### config.mk
export PLATFORM = sky130hd
export DESIGN_NAME = button_scanner
export DESIGN_NICKNAME = d
export VERILOG_FILES = /design/src/rtl/button_scanner.sv
export SDC_FILE = /design/constraint.sdc
export NUM_CORES = 1
export LEC_CHECK = 0
export ABC_CLOCK_PERIOD_IN_PS = 1700
export CORE_MARGIN = 2
export CORE_UTILIZATION = 35
export CTS_BUF_LIST = sky130_fd_sc_hd__clkbuf_16
export CTS_CLUSTER_DIAMETER = 50
export DETAILED_ROUTE_END_ITERATION = 10
export GPL_ROUTABILITY_DRIVEN = 0
export SLEW_MARGIN = 20
export SYNTH_ARGS = -nofsm -noshare
export SYNTH_HDL_FRONTEND = slang
export SYNTH_SLANG_ARGS = --single-unit
### constraint.sdc
create_clock -name clk -period 1.7 [get_ports clk]
set_input_delay 0.17 -clock clk [delete_from_list [all_inputs] [get_ports clk]]
set_output_delay 0.17 -clock clk [all_outputs]
set_load 0.01 [all_outputs]
### src/rtl/button_scanner.sv
// Time-multiplexed button debouncer: synchronised inputs are sampled once per
// divided tick, and one shared history engine visits the buttons round-robin.
module button_scanner #(
  parameter int NUM_BUTTONS = 4,
  parameter int HIST_LEN    = 8,
  parameter int TICK_DIV    = 1000
) (
  input  logic                   clk,
  input  logic                   reset_n,
  input  logic [NUM_BUTTONS-1:0] buttons,
  output logic [NUM_BUTTONS-1:0] debounced,
  output logic [NUM_BUTTONS-1:0] pressed,
  output logic [NUM_BUTTONS-1:0] released,
  output logic                   busy
);

  localparam int CNT_W = (TICK_DIV > 1) ? $clog2(TICK_DIV) : 1;
  localparam int IDX_W = (NUM_BUTTONS > 1) ? $clog2(NUM_BUTTONS) : 1;
  localparam logic [CNT_W-1:0] CNT_MAX  = CNT_W'(TICK_DIV - 1);
  localparam logic [IDX_W-1:0] IDX_LAST = IDX_W'(NUM_BUTTONS - 1);

  // A tick during SCAN would be lost, so the period must exceed one full scan.
  if (TICK_DIV <= NUM_BUTTONS + 1 || NUM_BUTTONS < 2 || HIST_LEN < 2) begin : g_bad_cfg
    $error("button_scanner: illegal parameters (need NUM_BUTTONS>=2, HIST_LEN>=2, TICK_DIV>NUM_BUTTONS+1)");
  end

  typedef enum logic {
    S_IDLE,
    S_SCAN
  } state_t;

  state_t                   state, state_next;
  logic [IDX_W-1:0]         idx, idx_next;
  logic [CNT_W-1:0]         tick_cnt;
  logic                     tick;
  logic                     do_update;
  logic [NUM_BUTTONS-1:0]   sync_meta, sync;
  logic [HIST_LEN-1:0]      hist [NUM_BUTTONS];
  logic [HIST_LEN-1:0]      new_hist;
  logic                     cur_deb;

  always_ff @(posedge clk or negedge reset_n) begin
    if (!reset_n) begin
      sync_meta <= '0;
      sync      <= '0;
    end else begin
      sync_meta <= buttons;
      sync      <= sync_meta;
    end
  end

  always_ff @(posedge clk or negedge reset_n) begin
    if (!reset_n) begin
      tick_cnt <= '0;
    end else if (tick_cnt == CNT_MAX) begin
      tick_cnt <= '0;
    end else begin
      tick_cnt <= tick_cnt + CNT_W'(1);
    end
  end

  assign tick = (tick_cnt == CNT_MAX);

  always_ff @(posedge clk or negedge reset_n) begin
    if (!reset_n) begin
      state <= S_IDLE;
      idx   <= '0;
    end else begin
      state <= state_next;
      idx   <= idx_next;
    end
  end

  always_comb begin
    state_next = state;
    idx_next   = idx;
    do_update  = 1'b0;
    unique case (state)
      S_IDLE: begin
        if (tick) begin
          idx_next   = '0;
          state_next = S_SCAN;
        end
      end
      S_SCAN: begin
        do_update = 1'b1;
        if (idx == IDX_LAST) begin
          state_next = S_IDLE;
        end else begin
          idx_next = idx + IDX_W'(1);
        end
      end
      default: state_next = S_IDLE;
    endcase
  end

  assign busy = (state == S_SCAN);

  assign new_hist = {hist[idx][HIST_LEN-2:0], sync[idx]};
  assign cur_deb  = debounced[idx];

  // Mixed histories fall through both branches, holding the level (hysteresis).
  always_ff @(posedge clk or negedge reset_n) begin
    if (!reset_n) begin
      for (int unsigned i = 0; i < NUM_BUTTONS; i++) begin
        hist[i] <= '0;
      end
      debounced <= '0;
      pressed   <= '0;
      released  <= '0;
    end else begin
      pressed  <= '0;
      released <= '0;
      if (do_update) begin
        hist[idx] <= new_hist;
        if ((&new_hist) && !cur_deb) begin
          debounced[idx] <= 1'b1;
          pressed[idx]   <= 1'b1;
        end else if (!(|new_hist) && cur_deb) begin
          debounced[idx] <= 1'b0;
          released[idx]  <= 1'b1;
        end
      end
    end
  end

endmodule
==> metrics, run 1 <==
switching portion of total power 20.8%; Pre-antenna DRT Iters 4; latest clock arrival within the worst-skew pair 0.33 ns; worst hold path startpoint buttons[3]; part of the total power dissipated in sequential elements 47.6%; final clock period utilization by the worst path 112%; Critical path buffers and inverters 2; clock skew after layout 0.00548 ns; critical path's slowest cell mux4_2; most frequent cells in the layout dfrtp_1, buf_4, mux2_2, clkdlybuf4s50_1, nor2_1; cell depth of the worst flop-to-flop path 6; worst hold path endpoint sync_meta[3]$_DFF_PN0_; Clock Tree Root clkbuf_16; cells along the critical path buf_12 -> buf_6 -> mux4_2 -> nor2_1 -> nand4_1 -> o2bb2ai_1; die span in x 89.7 µm; largest net degree at the start of global routing 26; DR vias 1747; overall die height 89.7 µm; number of buffers added by the clock tree synthesis step 9; reported net switching power 0.640 mW; launching element type of the critical path flip-flop; worst flop-to-flop path startpoint idx[0]$_DFFE_PN0P_; Routed Antenna Nets 0; final standard cell area without fillers 3710 µm²; hold violation total from the final report 0; largest buffer count on any clock path 2; Detail Placement HPWL 3.47 mm; status finished with violations; flop-to-flop setup slack -0.20 ns; wire length after detailed routing 5.46 mm; minimum setup slack in the final design -0.199 ns; Worst Path Required 1.91 ns; DRC marker count from the first detailed-route iteration 52; Std-Cell Rows 31; Syn Inst Count 180; detailed-route vias per instance 4.91; Largest delay share family, worst path multiplexers; first-pass GRT wire length 8.96 mm; Max rail drop VDD 0.000645 V; clock slew at reported path FFs 0.05 ns; Fmax 527 MHz; kind of end point of the critical path flip-flop; part of the Yosys area used for sequential elements 59.4%; highest fanout seen on the critical path 7; delay of the slowest cell on the worst path 0.54 ns; part of the total power dissipated in the clock network 50.7%; final setup vio count 23; Sinks on Clock Net 61; detailed-route wire length per cell 15.3 µm; area added between synthesis and finish 44.3%; netlist area before placement 2570 µm²; type of the worst min-delay path in -> reg; starting density of the core 35.8%; global routing usage summed across all routing layers 14.3%; Hold Path Cell Cnt 1; leading cell type in the layout, fill and taps excluded dfrtp_1; TritonCTS clock tree built; number of slew-limit violations in the final report 0; leakage dissipation 1.77 nW; Avg Cell Area, Syn 14.3 µm²; Max-slew headroom 62.1%; Worst-Margin Slew 0.568 ns; antenna cells 0; Port-buffer cells 18; full die area 8050 µm²; global-route congestion overflow total 0; RSZ-0062 raised after global routing yes; number of different library cells in the post-synthesis netlist 31; total number of yosys warnings 0; number of max-cap violations 0; power density relative to cell area 831 nW/µm²; number of antenna violations at the first check in global routing 0; logic gate share of total power 1.7%; violated checks negative setup slack; Internal Dissipation 2.44 mW; standard cell core area 7180 µm²; Remaining DRCs 0; fraction of layout instances using a drive strength above 1 44.0%; Min Clock Period, post-route 1.90 ns; Post-Synthesis Net Count 191; final-layout worst hold slack 0.285 ns; Final Net Count 264; count of pins on the block boundary 19; via count of the first global-routing pass 1788; arrival time at the worst endpoint 2.11 ns; total cell area at the placement stage 3170 µm²; kind of critical path reg -> reg; number of H-tree levels 3; flops & latches, synth 61
==> metrics by stage <==
step                      cells  TNS [ns]  power [mW]  worst slack [ns]  util, %
after global routing        356     -3.72        3.20            -0.283     51.7
after floorplan             180    -0.928        1.49            -0.180        -
after CTS                   352     -1.69        3.11            -0.197     49.6
final                       356     -2.10        3.08            -0.199     51.7
after global placement      328     -1.16        1.54            -0.159     44.2
after detailed placement    328     -1.39        1.55            -0.193     44.2
==> what timing repair did <==
item / in CTS / in global routing
endpoints found under the setup margin: 16 / 38
setup buffers: 7 / 4
cloned: 1 / 2
endpoints found under the hold margin: 22 / 0
hold buffers: 1 / 0
resized for setup: 16 / 27
pin swaps: 2 / 4
==> sequential cells by signal, summed over array words and instances, names as in the netlist, named ones only <==
register   flops
idx            2
sync_meta      4
busy           1
sync           4
hist          28
tick_cnt      10
pressed        4
released       4
==> how the worst max path moves through the flow <==
stage	from	to	slack, ns	cells after the start
after global routing	idx[0]$_DFFE_PN0P_	flip-flop	-0.28	5
after CTS	idx[0]$_DFFE_PN0P_	flip-flop	-0.20	5
after floorplan	idx[0]$_DFFE_PN0P_	flip-flop	-0.18	5
after detailed placement	idx[0]$_DFFE_PN0P_	flip-flop	-0.19	5
final	idx[0]$_DFFE_PN0P_	flip-flop	-0.20	6
after global placement	idx[0]$_DFFE_PN0P_	flip-flop	-0.16	5
==> layer usage <==
metal | vias up | part of all wire (%) | global-route usage (%)
met5 | - | 0 | 0
met1 | 906 | 46 | 18.9
met4 | 0 | 1.8 | 6.54
met3 | 8 | 3.7 | 4.19
li1 | 799 | - | -
met2 | 34 | 48 | 22.0
==> synth_stat cells, drive strengths merged <==
| master | n | area, µm² |
|---|---|---|
| inv | 7 | 26.3 |
| and2 | 1 | 6.26 |
| o31ai | 2 | 15.0 |
| and4b | 1 | 10.0 |
| a21oi | 2 | 10.0 |
| a311oi | 1 | 8.76 |
| nand2b | 1 | 6.26 |
| dfrtp | 61 | 1530 |
| mux2 | 29 | 327 |
| nand4 | 6 | 37.5 |
| or3 | 1 | 6.26 |
| o2bb2ai | 4 | 35.0 |
| nand2 | 9 | 33.8 |
| o21ai | 1 | 5.00 |
| nand3 | 3 | 15.0 |
| nor2 | 17 | 63.8 |
| nor4 | 1 | 12.5 |
| nor2b | 2 | 12.5 |
| buf | 3 | 20.0 |
| nor4b | 1 | 23.8 |
| mux4 | 9 | 206 |
| xnor2 | 4 | 35.0 |
| ha | 5 | 62.6 |
| o21bai | 1 | 7.51 |
| a22o | 1 | 8.76 |
| and3 | 3 | 18.8 |
| xor2 | 3 | 26.3 |
| nor3 | 1 | 5.00 |
==> cells by family after synthesis <==
| kind of cell | share of synthesized area (%) |
|---|---|
| muxes | 20.7 |
| and+or+nand+nor | 9.78 |
| adders and majority gates | 2.43 |
| buffers and inverters | 1.80 |
| DFF | 59.4 |
| AOI/OAI and AO/OA | 3.50 |
| xor gates and xnor gates | 2.38 |
==> area by class of cell <==
type	instances	area [µm²]
Fill cell	599	3470
Sequential cell	61	1530
Multi-Input combinational cell	109	1080
Timing Repair Buffer	65	692
Clock buffer	9	225
Tap cell	99	124
Clock inverter	6	32.5
Inverter	7	31.3
==> power by group through the flow <==
stage	logic, mW	registers, mW	clock network [mW]
after global placement	0.0543	1.49	0
after detailed placement	0.0544	1.49	0
after global routing	0.0618	1.47	1.67
final	0.0533	1.47	1.56
after CTS	0.0567	1.47	1.59
after floorplan	0.00347	1.49	0
No activity file was read; power rests on OpenSTA's default activity.
==> inputs of run 2 (changes only) <==
- GPL_ROUTABILITY_DRIVEN: 0 -> default
- SLEW_MARGIN: 20 -> default
==> results of run 2 <==
The final DEF is identical to that of run 1; final timing and power are the same.
